<file path="config.mk">
export PLATFORM = sky130hd
export DESIGN_NAME = issue_alloc
export DESIGN_NICKNAME = d
export VERILOG_FILES = /design/src/rtl/tomasulo_pkg.sv /design/src/rtl/issue_alloc_free_pick.sv /design/src/rtl/issue_alloc.sv
export SDC_FILE = /design/constraint.sdc
export NUM_CORES = 1
export LEC_CHECK = 0
export CAP_MARGIN = 20
export CORE_MARGIN = 2
export CORE_UTILIZATION = 31
export DETAILED_ROUTE_END_ITERATION = 8
export GPL_TIMING_DRIVEN = 0
export PLACE_DENSITY = 0.64
export REMOVE_ABC_BUFFERS = 1
export SYNTH_ARGS = -nofsm -noshare
export SYNTH_HDL_FRONTEND = slang
export SYNTH_SLANG_ARGS = --single-unit
</file>
<file path="constraint.sdc">
create_clock -name clk -period 2.6 [get_ports clk]
set_input_delay 0.39 -clock clk [delete_from_list [all_inputs] [get_ports clk]]
set_output_delay 0.39 -clock clk [all_outputs]
set_load 0.02 [all_outputs]
</file>
<file path="src/rtl/tomasulo_pkg.sv">
// Shared opcode encodings and functional-unit class mapping for the Tomasulo issue stage.
package tomasulo_pkg;

  localparam int unsigned OP_LOAD  = 0;
  localparam int unsigned OP_STORE = 1;
  localparam int unsigned OP_ADD   = 2;
  localparam int unsigned OP_SUB   = 3;
  localparam int unsigned OP_MUL   = 4;
  localparam int unsigned OP_DIV   = 5;

  typedef enum logic [1:0] {CLS_LS, CLS_ADD, CLS_MUL, CLS_BAD} cls_e;

  function automatic cls_e op_class(input int unsigned op);
    case (op)
      OP_LOAD, OP_STORE: return CLS_LS;
      OP_ADD,  OP_SUB:   return CLS_ADD;
      OP_MUL,  OP_DIV:   return CLS_MUL;
      default:           return CLS_BAD;
    endcase
  endfunction

endpackage

</file>
<file path="src/rtl/issue_alloc_free_pick.sv">
// Lowest-zero finder over one RS class busy slice.
module free_pick #(
  parameter int W    = 4,
  parameter int OFFW = (W > 1) ? $clog2(W) : 1
) (
  input  logic [W-1:0]    i_busy,
  output logic            o_found,
  output logic [OFFW-1:0] o_off
);

  // Scan from the top down so the last hit written is the lowest free index.
  always_comb begin
    o_found = 1'b0;
    o_off   = '0;
    for (int i = W - 1; i >= 0; i--) begin
      if (!i_busy[i]) begin
        o_found = 1'b1;
        o_off   = OFFW'(i);
      end
    end
  end

endmodule

</file>
<file path="src/rtl/issue_alloc.sv">
// Issue-stage allocator: grants a ROB slot and a class-matched RS entry per cycle,
// and tracks ROB head/tail/occupancy plus RS busy bits across commit, release and flush.
module issue_alloc
  import tomasulo_pkg::*;
#(
  parameter int ROB_DEPTH = 8,
  parameter int N_LS      = 6,
  parameter int N_ADD     = 3,
  parameter int N_MUL     = 2,
  parameter int OP_W      = 3,
  localparam int ROB_W    = $clog2(ROB_DEPTH),
  localparam int N_RS     = N_LS + N_ADD + N_MUL,
  localparam int RS_W     = $clog2(N_RS + 1)
) (
  input  logic              clk,
  input  logic              rst_n,
  input  logic              issue_valid,
  input  logic [OP_W-1:0]   issue_op,
  output logic              issue_ready,
  output logic [ROB_W-1:0]  rob_idx,
  output logic [RS_W-1:0]   rs_idx,
  output logic              struct_haz,
  output logic              illegal_op,
  input  logic              commit_valid,
  input  logic              rs_release_valid,
  input  logic [RS_W-1:0]   rs_release_idx,
  input  logic              flush,
  output logic [ROB_W-1:0]  rob_head,
  output logic [ROB_W:0]    rob_count,
  output logic [N_RS-1:0]   rs_busy
);

  localparam int LS_OW  = (N_LS  > 1) ? $clog2(N_LS)  : 1;
  localparam int ADD_OW = (N_ADD > 1) ? $clog2(N_ADD) : 1;
  localparam int MUL_OW = (N_MUL > 1) ? $clog2(N_MUL) : 1;
  localparam logic [RS_W-1:0] RS_NONE = RS_W'(N_RS);

  logic [ROB_W-1:0] r_head, r_tail;
  logic [ROB_W:0]   r_count;
  logic [N_RS-1:0]  r_busy;

  logic              w_ls_found, w_add_found, w_mul_found;
  logic [LS_OW-1:0]  w_ls_off;
  logic [ADD_OW-1:0] w_add_off;
  logic [MUL_OW-1:0] w_mul_off;
  cls_e              w_cls;
  logic              w_legal, w_found, w_rob_full, w_fire, w_commit;
  logic [RS_W-1:0]   w_pick;
  logic [N_RS-1:0]   w_busy_nxt;

  free_pick #(.W(N_LS)) u_pick_ls (
    .i_busy(r_busy[N_LS-1:0]), .o_found(w_ls_found), .o_off(w_ls_off));
  free_pick #(.W(N_ADD)) u_pick_add (
    .i_busy(r_busy[N_LS+N_ADD-1:N_LS]), .o_found(w_add_found), .o_off(w_add_off));
  free_pick #(.W(N_MUL)) u_pick_mul (
    .i_busy(r_busy[N_RS-1:N_LS+N_ADD]), .o_found(w_mul_found), .o_off(w_mul_off));

  always_comb begin
    w_cls   = op_class(32'(issue_op));
    w_legal = (w_cls != CLS_BAD);
    w_found = 1'b0;
    w_pick  = RS_NONE;
    case (w_cls)
      CLS_LS: begin
        w_found = w_ls_found;
        w_pick  = RS_W'(w_ls_off);
      end
      CLS_ADD: begin
        w_found = w_add_found;
        w_pick  = RS_W'(N_LS) + RS_W'(w_add_off);
      end
      CLS_MUL: begin
        w_found = w_mul_found;
        w_pick  = RS_W'(N_LS + N_ADD) + RS_W'(w_mul_off);
      end
      default: ;
    endcase
  end

  // Full is judged on start-of-cycle occupancy; a same-cycle commit never unblocks issue.
  assign w_rob_full  = (r_count == (ROB_W+1)'(ROB_DEPTH));
  assign issue_ready = !flush && !w_rob_full && w_legal && w_found;
  assign rs_idx      = issue_ready ? w_pick : RS_NONE;
  assign rob_idx     = r_tail;
  assign struct_haz  = issue_valid && !issue_ready && w_legal;
  assign illegal_op  = issue_valid && !w_legal;
  assign w_fire      = issue_valid && issue_ready;
  assign w_commit    = commit_valid && (r_count != '0);

  // Release clears first, grant sets after, so a grant to the same entry wins.
  always_comb begin
    w_busy_nxt = r_busy;
    for (int i = 0; i < N_RS; i++) begin
      if (rs_release_valid && rs_release_idx == RS_W'(i)) w_busy_nxt[i] = 1'b0;
      if (w_fire && w_pick == RS_W'(i))                   w_busy_nxt[i] = 1'b1;
    end
  end

  always_ff @(posedge clk) begin
    if (!rst_n || flush) begin
      r_head  <= '0;
      r_tail  <= '0;
      r_count <= '0;
      r_busy  <= '0;
    end else begin
      if (w_fire)   r_tail <= r_tail + ROB_W'(1);
      if (w_commit) r_head <= r_head + ROB_W'(1);
      r_count <= r_count + (ROB_W+1)'(w_fire) - (ROB_W+1)'(w_commit);
      r_busy  <= w_busy_nxt;
    end
  end

  assign rob_head  = r_head;
  assign rob_count = r_count;
  assign rs_busy   = r_busy;

endmodule

</file>
Word level (Yosys, flattened, before mapping) --
Index checks and enable logic that the tools add are counted. W data, S select, Z words.
Word-level totals: bits in registers 21, input port bits 13, output and inout bits 28
Operators by class: add/sub/neg operators 6, equal/unequal tests 29, mux-type cells 47, reductions and logical operators 55
Operators with widths (number):
- $mux W1 | 34
- $eq A4 B3 Y1 const B | 8
- $logic_and A1 B1 Y1 | 30
- $eq A4 B4 Y1 const B | 7
- $reduce_bool A2 Y1 | 11
- $mux W3 | 6
- $eq A4 B2 Y1 const B | 4
- $pmux W4 S3 | 1
- $eq A4 B1 Y1 const B | 2
- $logic_not A4 Y1 | 2
- $add A3 B1 Y3 const B | 2
- $eq A3 B2 Y1 const B | 2
- $eq A3 B3 Y1 const B | 2
- $mux W2 | 3
- $pmux W2 S3 | 1
- $reduce_or A2 Y1 | 3
- $logic_not A1 Y1 | 5
- $add A3 B2 Y4 const A | 1
- $add A4 B1 Y4 | 1
- $add A4 B1 Y4 const A | 1
- $mux W4 | 1
- $reduce_bool A4 Y1 | 1
- $sub A4 B1 Y4 | 1
- $eq A3 B1 Y1 const B | 1
- other kinds (7) | 7

Depth between registers and ports, before layout --
Gate-level depths: netlist (run 1).
depth in word-level cells 11, gate-level depth with buffers 12

By module --
From an unflattened synthesis (run 1), not the netlist that was laid out.
Second synthesis, totals: cell total of the unflattened synthesis 156, area total of the unflattened synthesis 1383.8 um^2
Modules (own cells, without submodules):
- issue_alloc | times used 1, cells each 142, area an instance 1283.7 um^2
- free_pick at u_pick_ls | times used 1, cells each 9, area an instance 58.8 um^2
- free_pick at u_pick_add | times used 1, cells each 3, area an instance 23.8 um^2
- free_pick at u_pick_mul | times used 1, cells each 2, area an instance 17.5 um^2

Least setup slack after synthesis (run 1) --
No wires, ideal clock.
path kind register -> register, start point reg r_count[2] (netlist: rob_count[2]), end point reg r_count[2] (netlist: rob_count[2]), library setup time 126 ps, arrival time 2332 ps, data required time 2474 ps, path slack 142 ps, stages on the path, launching flop included 12, path buffers 1, clock period less this slack 2458 ps, cell sequence dfxtp_1 -> inv_1 -> ha_1 -> a211o_1 -> a21o_1 -> buf_6 -> ha_1 -> inv_1 -> ha_1 -> fa_1 -> xnor2_1 -> nor2_1
On the way: longest elaborated chain between the ends 8, elaborated cells between the ends (all ways) 10
Ends and longest elaborated chain:
- from (decl) | line issue_alloc.sv:39 | logic [ROB_W:0] r_count;
- from (signal assigned) | line issue_alloc.sv:108 | r_count <= r_count + (ROB_W+1)'(w_fire) - (ROB_W+1)'(w_commit);
- $eq A4 B4 Y1 | line issue_alloc.sv:81 | assign w_rob_full = (r_count == (ROB_W+1)'(ROB_DEPTH));
- $logic_not A1 Y1 | line issue_alloc.sv:82 | assign issue_ready = !flush && !w_rob_full && w_legal && w_found;
- $logic_and A1 B1 Y1 (3 in series) | line issue_alloc.sv:82
- $logic_and A1 B1 Y1 | line issue_alloc.sv:87 | assign w_fire = issue_valid && issue_ready;
- $add A4 B1 Y4 | line issue_alloc.sv:108
- $sub A4 B1 Y4 (*) | line issue_alloc.sv:108
Mark *: on every way between the ends. The rest lies on a longest branch, timed or not. A chain may end at the register's enable or synchronous reset.

Worst setup path after layout (run 1) --
start point in issue_op[1], end point out rs_idx[3]
On the way: longest elaborated chain between the ends 7, elaborated cells between the ends (all ways) 19
Ends and longest elaborated chain:
- from (decl) | line issue_alloc.sv:18 | input logic [OP_W-1:0] issue_op,
- $eq A3 B3 Y1, or another cell as far along | line tomasulo_pkg.sv:14 | case (op)
- $reduce_or A2 Y1 | line tomasulo_pkg.sv:14
- $pmux W2 S3 (*) | line tomasulo_pkg.sv:14
- $eq A2 B2 Y1, or another cell as far along | line issue_alloc.sv:63 | case (w_cls)
- $pmux W1 S3 or $logic_and A1 B1 Y1 (tied branches) | line issue_alloc.sv:63, issue_alloc.sv:82
- $logic_and A1 B1 Y1 | line issue_alloc.sv:82
- $mux W4 (*) | line issue_alloc.sv:83 | assign rs_idx = issue_ready ? w_pick : RS_NONE;
- to (decl) | line issue_alloc.sv:21 | output logic [RS_W-1:0] rs_idx,
Marks and branches as above.

==> metrics, run 1 <==
Worst Hold Launch=rob_idx[2]; Post-Synth Adder-Cell Area=9.00%; Port Buffer Count=39; Final Slew Violations=0; Die H=69.6 µm; final setup violation count=0; Finished Layout Cells=241; Fill cells=406; WHS Path Cells=2; clk sink count=21; Initial DRC Count=86; maximum fanout along the worst path=10; Power Density=477 nW/µm²; register bit count reported by yosys=21; Crit Reg-Reg Startpoint=rob_count[2]; DRC=0; status=complete, no violations; DPL Wire Length=2560 µm; Final ANT Viol Nets=0; Diodes inserted=0; critical path class=input pin to output pin; post-synthesis mux area share=3.00%; share of post-route cells with drive strength above 1=8.90%; static leakage=0.000726 µW; flop2flop setup slack=0.21 ns; vias=1254; Hold Vio Cnt, Final=0; VDD IR max=0.198 mV; Seq/Total Area, Yosys=31.5%; area delta synth->final=39.1%; pin count of the biggest net entering global routing=12; layout net count=214; # IOs=41; Synth Instances=151; Hold WC Path Type=flip-flop to flip-flop; f_max=413 MHz; largest family of logic cells by synthesized area=compound AO/OA/AOI/OAI gates; Yosys warnings=0; Worst Hold End=rob_idx[2]; Total GRT Usage=13.4%; CTS root buf=clkbuf_8; critical path data arrival time=2.03 ns; Reg area=422 µm²; Max-Cap Viols=0; chip width=69.6 µm; Crit Reg-Reg Endpoint=rob_count[2]; latest clock arrival within the worst-skew pair=0.25 ns; Slew headroom=49.9%; Reg clk slew, reported paths=0.07 ns; Die Area=4850 µm²; initial core utilization=32.7%; Worst Reg-to-Reg Cells=10; Row Count=23; CTS tree=built; asr flop ratio synth=0%; final core occ=45.4%; area of the multi-input gates=863 µm²; final global-route overflow total=0; Req. time, crit path=2.21 ns; vias in the first global route=1164; RSZ-0062 raised after global routing=no; Post-synth EDFFs=0; element type at the critical path end=output pin; core area=4090 µm²; Inst Count DP=235; Final Skew=0.00191 ns; TritonCTS Buffers=3; syn avg cell area=8.84 µm²; XOR/XNOR share of the synthesized area=2.62%; initial antenna violation count=0; synthesized area=1340 µm²; Max clock buf depth=2; Worst setup SP type=input pin; Worst Tran Pin Value=0.750 ns; Synth Area in Simple Gates=20.9%; post-synth cell types=43; crit path time final=2.42 ns; vias per std cell=5.20; fraction of the mapped netlist area in compound gates=26.5%; DRT Pass-1 Iters=4; H-tree depth=1; first-pass GRT wire length=5340 µm; top_reg_cell synth=dfxtp_1; hold buffers post-CTS=0; RePlAce Congestion=0.779; crit share post-route=93.1%; Routed WL per cell=14.0 µm; drt total wl=3390 µm
-- routing by layer --
| metal | up-vias | GRT usage, % | routed length (µm) |
|---|---|---|---|
| met2 | 36 | 22.4 | 1540 |
| li1 | 644 | - | - |
| met3 | 2 | 1.74 | 147 |
| met1 | 572 | 17.9 | 1670 |
| met4 | 0 | 3.85 | 27 |
| met5 | - | 0 | 0 |
-- worst max-delay path: stages --
cell             delay [ns]
clkdlybuf4s15_2        0.28
nand2b_4               0.20
a2bb2oi_2              0.19
a221o_1                0.38
inv_1                  0.14
o211ai_1               0.11
dlygate4sd2_1          0.33
-- per-stage QoR --
step / setup TNS [ns] / setup slack [ns] / instance area [µm²] / total power (µW) / hold slack, ns
final: 0 / 0.180 / 1860 / 886 / 0.483
after CTS: 0 / 0.00628 / 1830 / 897 / 0.491
after global routing: 0 / 0.0580 / 1860 / 939 / 0.512
after global placement: -5.60 / -0.652 / 1740 / 674 / 0.471
after detailed placement: -5.08 / -0.657 / 1750 / 678 / 0.480
after floorplan: 0 / 0.144 / 1290 / 563 / 0.540
-- synth_stat cells, types with 2 or more instances --
| library cell | instances | share of area, % |
|---|---|---|
| o21ai_0 | 4 | 1.5 |
| nand4_1 | 2 | 0.94 |
| nor2b_1 | 3 | 1.4 |
| o31ai_1 | 4 | 2.2 |
| nand3b_1 | 3 | 1.7 |
| nand2_1 | 14 | 3.9 |
| nand4b_1 | 2 | 1.3 |
| o211ai_1 | 6 | 3.4 |
| buf_6 | 3 | 2.5 |
| o32ai_1 | 3 | 2.0 |
| o311ai_0 | 3 | 2.0 |
| o41ai_1 | 4 | 2.6 |
| a21o_1 | 3 | 1.7 |
| nor3_1 | 2 | 0.75 |
| inv_1 | 11 | 3.1 |
| xnor2_1 | 4 | 2.6 |
| mux2i_1 | 4 | 3.0 |
| a21oi_1 | 6 | 2.2 |
| ha_1 | 8 | 7.5 |
| clkbuf_1 | 3 | 0.84 |
| nor2_1 | 8 | 2.2 |
| dfxtp_1 | 21 | 31 |
| nand3_1 | 3 | 1.1 |
| and2_1 | 3 | 1.4 |
| nand2b_1 | 6 | 2.8 |
-- cell usage in the layout, fill, tap and decap left out, types with 4 or more instances in the layout --
master	synthesis	layout
clkdlybuf4s50_1	0	30
dfxtp_1	21	20
nand2_1	14	14
inv_1	11	11
nor2_1	8	8
ha_1	8	8
a21oi_1	6	6
nand2b_1	6	6
o211ai_1	6	6
dlymetal6s2s_1	0	5
xnor2_1	4	4
mux2i_1	4	4
o21ai_0	4	4
o41ai_1	4	4
o31ai_1	4	4
-- flip-flops by register name, summed over array words and instances (netlist names) --
name and cells:
rs_busy 11, rob_count 4, rob_head 3, rob_idx 3
-- report_power, final --
group	switching, µW	total [µW]	internal [µW]
clock network	101	210	109
logic	170	323	153
registers	15.3	354	338
-- area by class of cell --
cell class,count,area share [%]
multi-input combinational,113,46.5
timing repair buffer,42,22.8
sequential,21,22.7
tap,50,3.37
clock buffer,4,2.43
inverter,11,2.22
-- how the worst max path moves through the flow --
stage | from | endpoint | slack (ns) | cells past startpoint
final | issue_op[1] | rs_idx[3] | 0.18 | 7
after global routing | issue_op[1] | rs_idx[3] | 0.06 | 7
after CTS | rs_busy[1] | rs_idx[0] | 0.006 | 5
after detailed placement | issue_op[2] | rob_count[2] | -0.66 | 10
after global placement | issue_op[2] | rob_count[2] | -0.65 | 10
after floorplan | rob_count[2] | rob_count[2] | 0.14 | 10
-- cell families after synthesis --
kind of cell,Yosys count
adder cells (fa/ha/maj),9
AND/OR/NAND/NOR,51
XOR/XNOR,4
multiplexers,4
buffers and inverters,17
AO/OA/AOI/OAI,45
flip-flops,21
-- repair_timing --
action / CTS / global route
endpoints found under the setup margin: 9 / 5
resized for setup: 11 / 11
pin swaps: 1 / 0
endpoints found under the hold margin: 0 / 0
buffers inserted: 2 / 0
Power figures use the tool's default switching activity.
==> run 2, diff against run 1 <==
--- a/config.mk
+++ b/config.mk
@@ -5,7 +5,8 @@
 export SDC_FILE = /design/constraint.sdc
 export NUM_CORES = 1
 export LEC_CHECK = 0
-export CAP_MARGIN = 20
+export CAP_MARGIN = 40
+export CORE_ASPECT_RATIO = 0.7
 export CORE_MARGIN = 2
 export CORE_UTILIZATION = 31
 export DETAILED_ROUTE_END_ITERATION = 8
==> metrics, run 2 (synthesized netlist as in run 1, its figures left out) <==
layout net count=215; Slew headroom=47.7%; Worst Hold Launch=rob_idx[2]; Final Cell Area=1850 µm²; Initial DRC Count=67; share of post-route cells with drive strength above 1=9.90%; initial core utilization=33.2%; Row Count=19; DRC=0; static leakage=0.000701 µW; Max clock buf depth=2; Final Skew=0.00930 ns; crit share post-route=93.7%; DRT Pass-1 Iters=4; core area=4020 µm²; Worst setup SP type=input pin; flop2flop setup slack=0.20 ns; final global-route overflow total=0; initial antenna violation count=0; maximum fanout along the worst path=10; Reg area=422 µm²; VDD IR max=0.186 mV; Die Area=4860 µm²; Routed WL per cell=15.2 µm; most frequent cells in the layout=clkdlybuf4s50_1 (30), dfxtp_1 (20), nand2_1 (14), inv_1 (11); Reg clk slew, reported paths=0.08 ns; vias in the first global route=1157; crit path time final=2.44 ns; Diodes inserted=0; Total GRT Usage=15.5%; Crit Reg-Reg Startpoint=rob_count[2]; DPL Wire Length=2870 µm; commonest non-fill, non-tap cell in the layout=clkdlybuf4s50_1; Fill cells=393; f_max=410 MHz; # IOs=41; final setup violation count=0; CTS root buf=clkbuf_8; Die H=58.9 µm; max FFs per register=11; chip width=82.4 µm; status=complete, no violations; Setup crit start=issue_op[1]; Final Slew Violations=0; Max-Cap Viols=0; first-pass GRT wire length=5690 µm; final core occ=46.2%; DP Area=1760 µm²; hold buffers post-CTS=0; critical path data arrival time=2.05 ns; CTS tree=built; area of the multi-input gates=858 µm²; latest clock arrival within the worst-skew pair=0.27 ns; pin count of the biggest net entering global routing=14; vias=1309; RSZ-0062 raised after global routing=no; RePlAce Congestion=0.860; Hold WC Path Type=flip-flop to flip-flop; area delta synth->final=38.9%; drt total wl=3710 µm; vias per std cell=5.36; critical path class=input pin to output pin; TritonCTS Buffers=3; element type at the critical path end=output pin; Worst Tran Pin Value=0.783 ns; clk sink count=21; Port Buffer Count=39; Power Density=491 nW/µm²; Final ANT Viol Nets=0; H-tree depth=1; Req. time, crit path=2.21 ns; Hold Vio Cnt, Final=0
==> run 2: cell count changes in the layout (fill, tap and decap cells not counted) <==
cell            before  now
nor2_2               0    1
dlygate4sd2_1        2    5
clkbuf_1             1    0
dlymetal6s2s_1       5    2
buf_4                2    3
clkinvlp_4           0    1
nor2_4               1    0
==> run 2: what timing repair did <==
action                                  in CTS  in global routing
resized for setup                           16                  5
pin swaps                                    2                  0
endpoints found under the setup margin       9                  3
buffers inserted                             3                  0
==> run 2: cell type report <==
type                            count  share of cell area (%)
Timing Repair Buffer               43                    22.6
Tap cell                           52                    3.51
Multi-Input combinational cell    113                    46.3
Clock buffer                        3                    2.23
Clock inverter                      1                   0.405
Sequential cell                    21                    22.7
Inverter                           11                    2.23
==> run 2: worst paths after layout <==
kind                        to  cells after the start
setup / recovery     rs_idx[2]                      7
setup reg to reg  rob_count[2]                     10
hold / removal      rob_idx[2]                      2
hold reg to reg     rob_idx[2]                      2
==> run 2: layer usage <==
layer | vias to the layer above | share of wire [%] | GRT usage [%]
li1 | 647 | - | -
met3 | 2 | 8.2 | 4.29
met4 | 0 | 0.24 | 2.62
met1 | 615 | 48 | 24.2
met5 | - | 0 | 0
met2 | 45 | 43 | 21.2
==> run 2: through the flow <==
stage	total power, µW	hold slack, ns	worst slack (ns)	instances	setup TNS, ns
2_1_floorplan	563	0.540	0.144	145	0
3_3_place_gp	674	0.452	-0.660	236	-5.52
3_5_place_dp	687	0.473	-0.672	237	-5.56
4_1_cts	921	0.486	0.00619	244	0
5_1_grt	969	0.506	0.0684	244	0
6_report	911	0.477	0.164	244	0
==> run 2: power by group <==
part | switching, µW | total, µW | internal [µW]
sequential | 15.8 | 354 | 338
combinational | 176 | 332 | 155
clock | 117 | 225 | 108
total | 309 | 911 | 602
==> run 2: critical path: stages <==
cell and delay [ns]:
clkdlybuf4s15_2 0.27, nand2b_4 0.20, a2bb2oi_2 0.19, a221o_1 0.37
buf_4 0.15, a21oi_1 0.11, dlygate4sd2_1 0.35
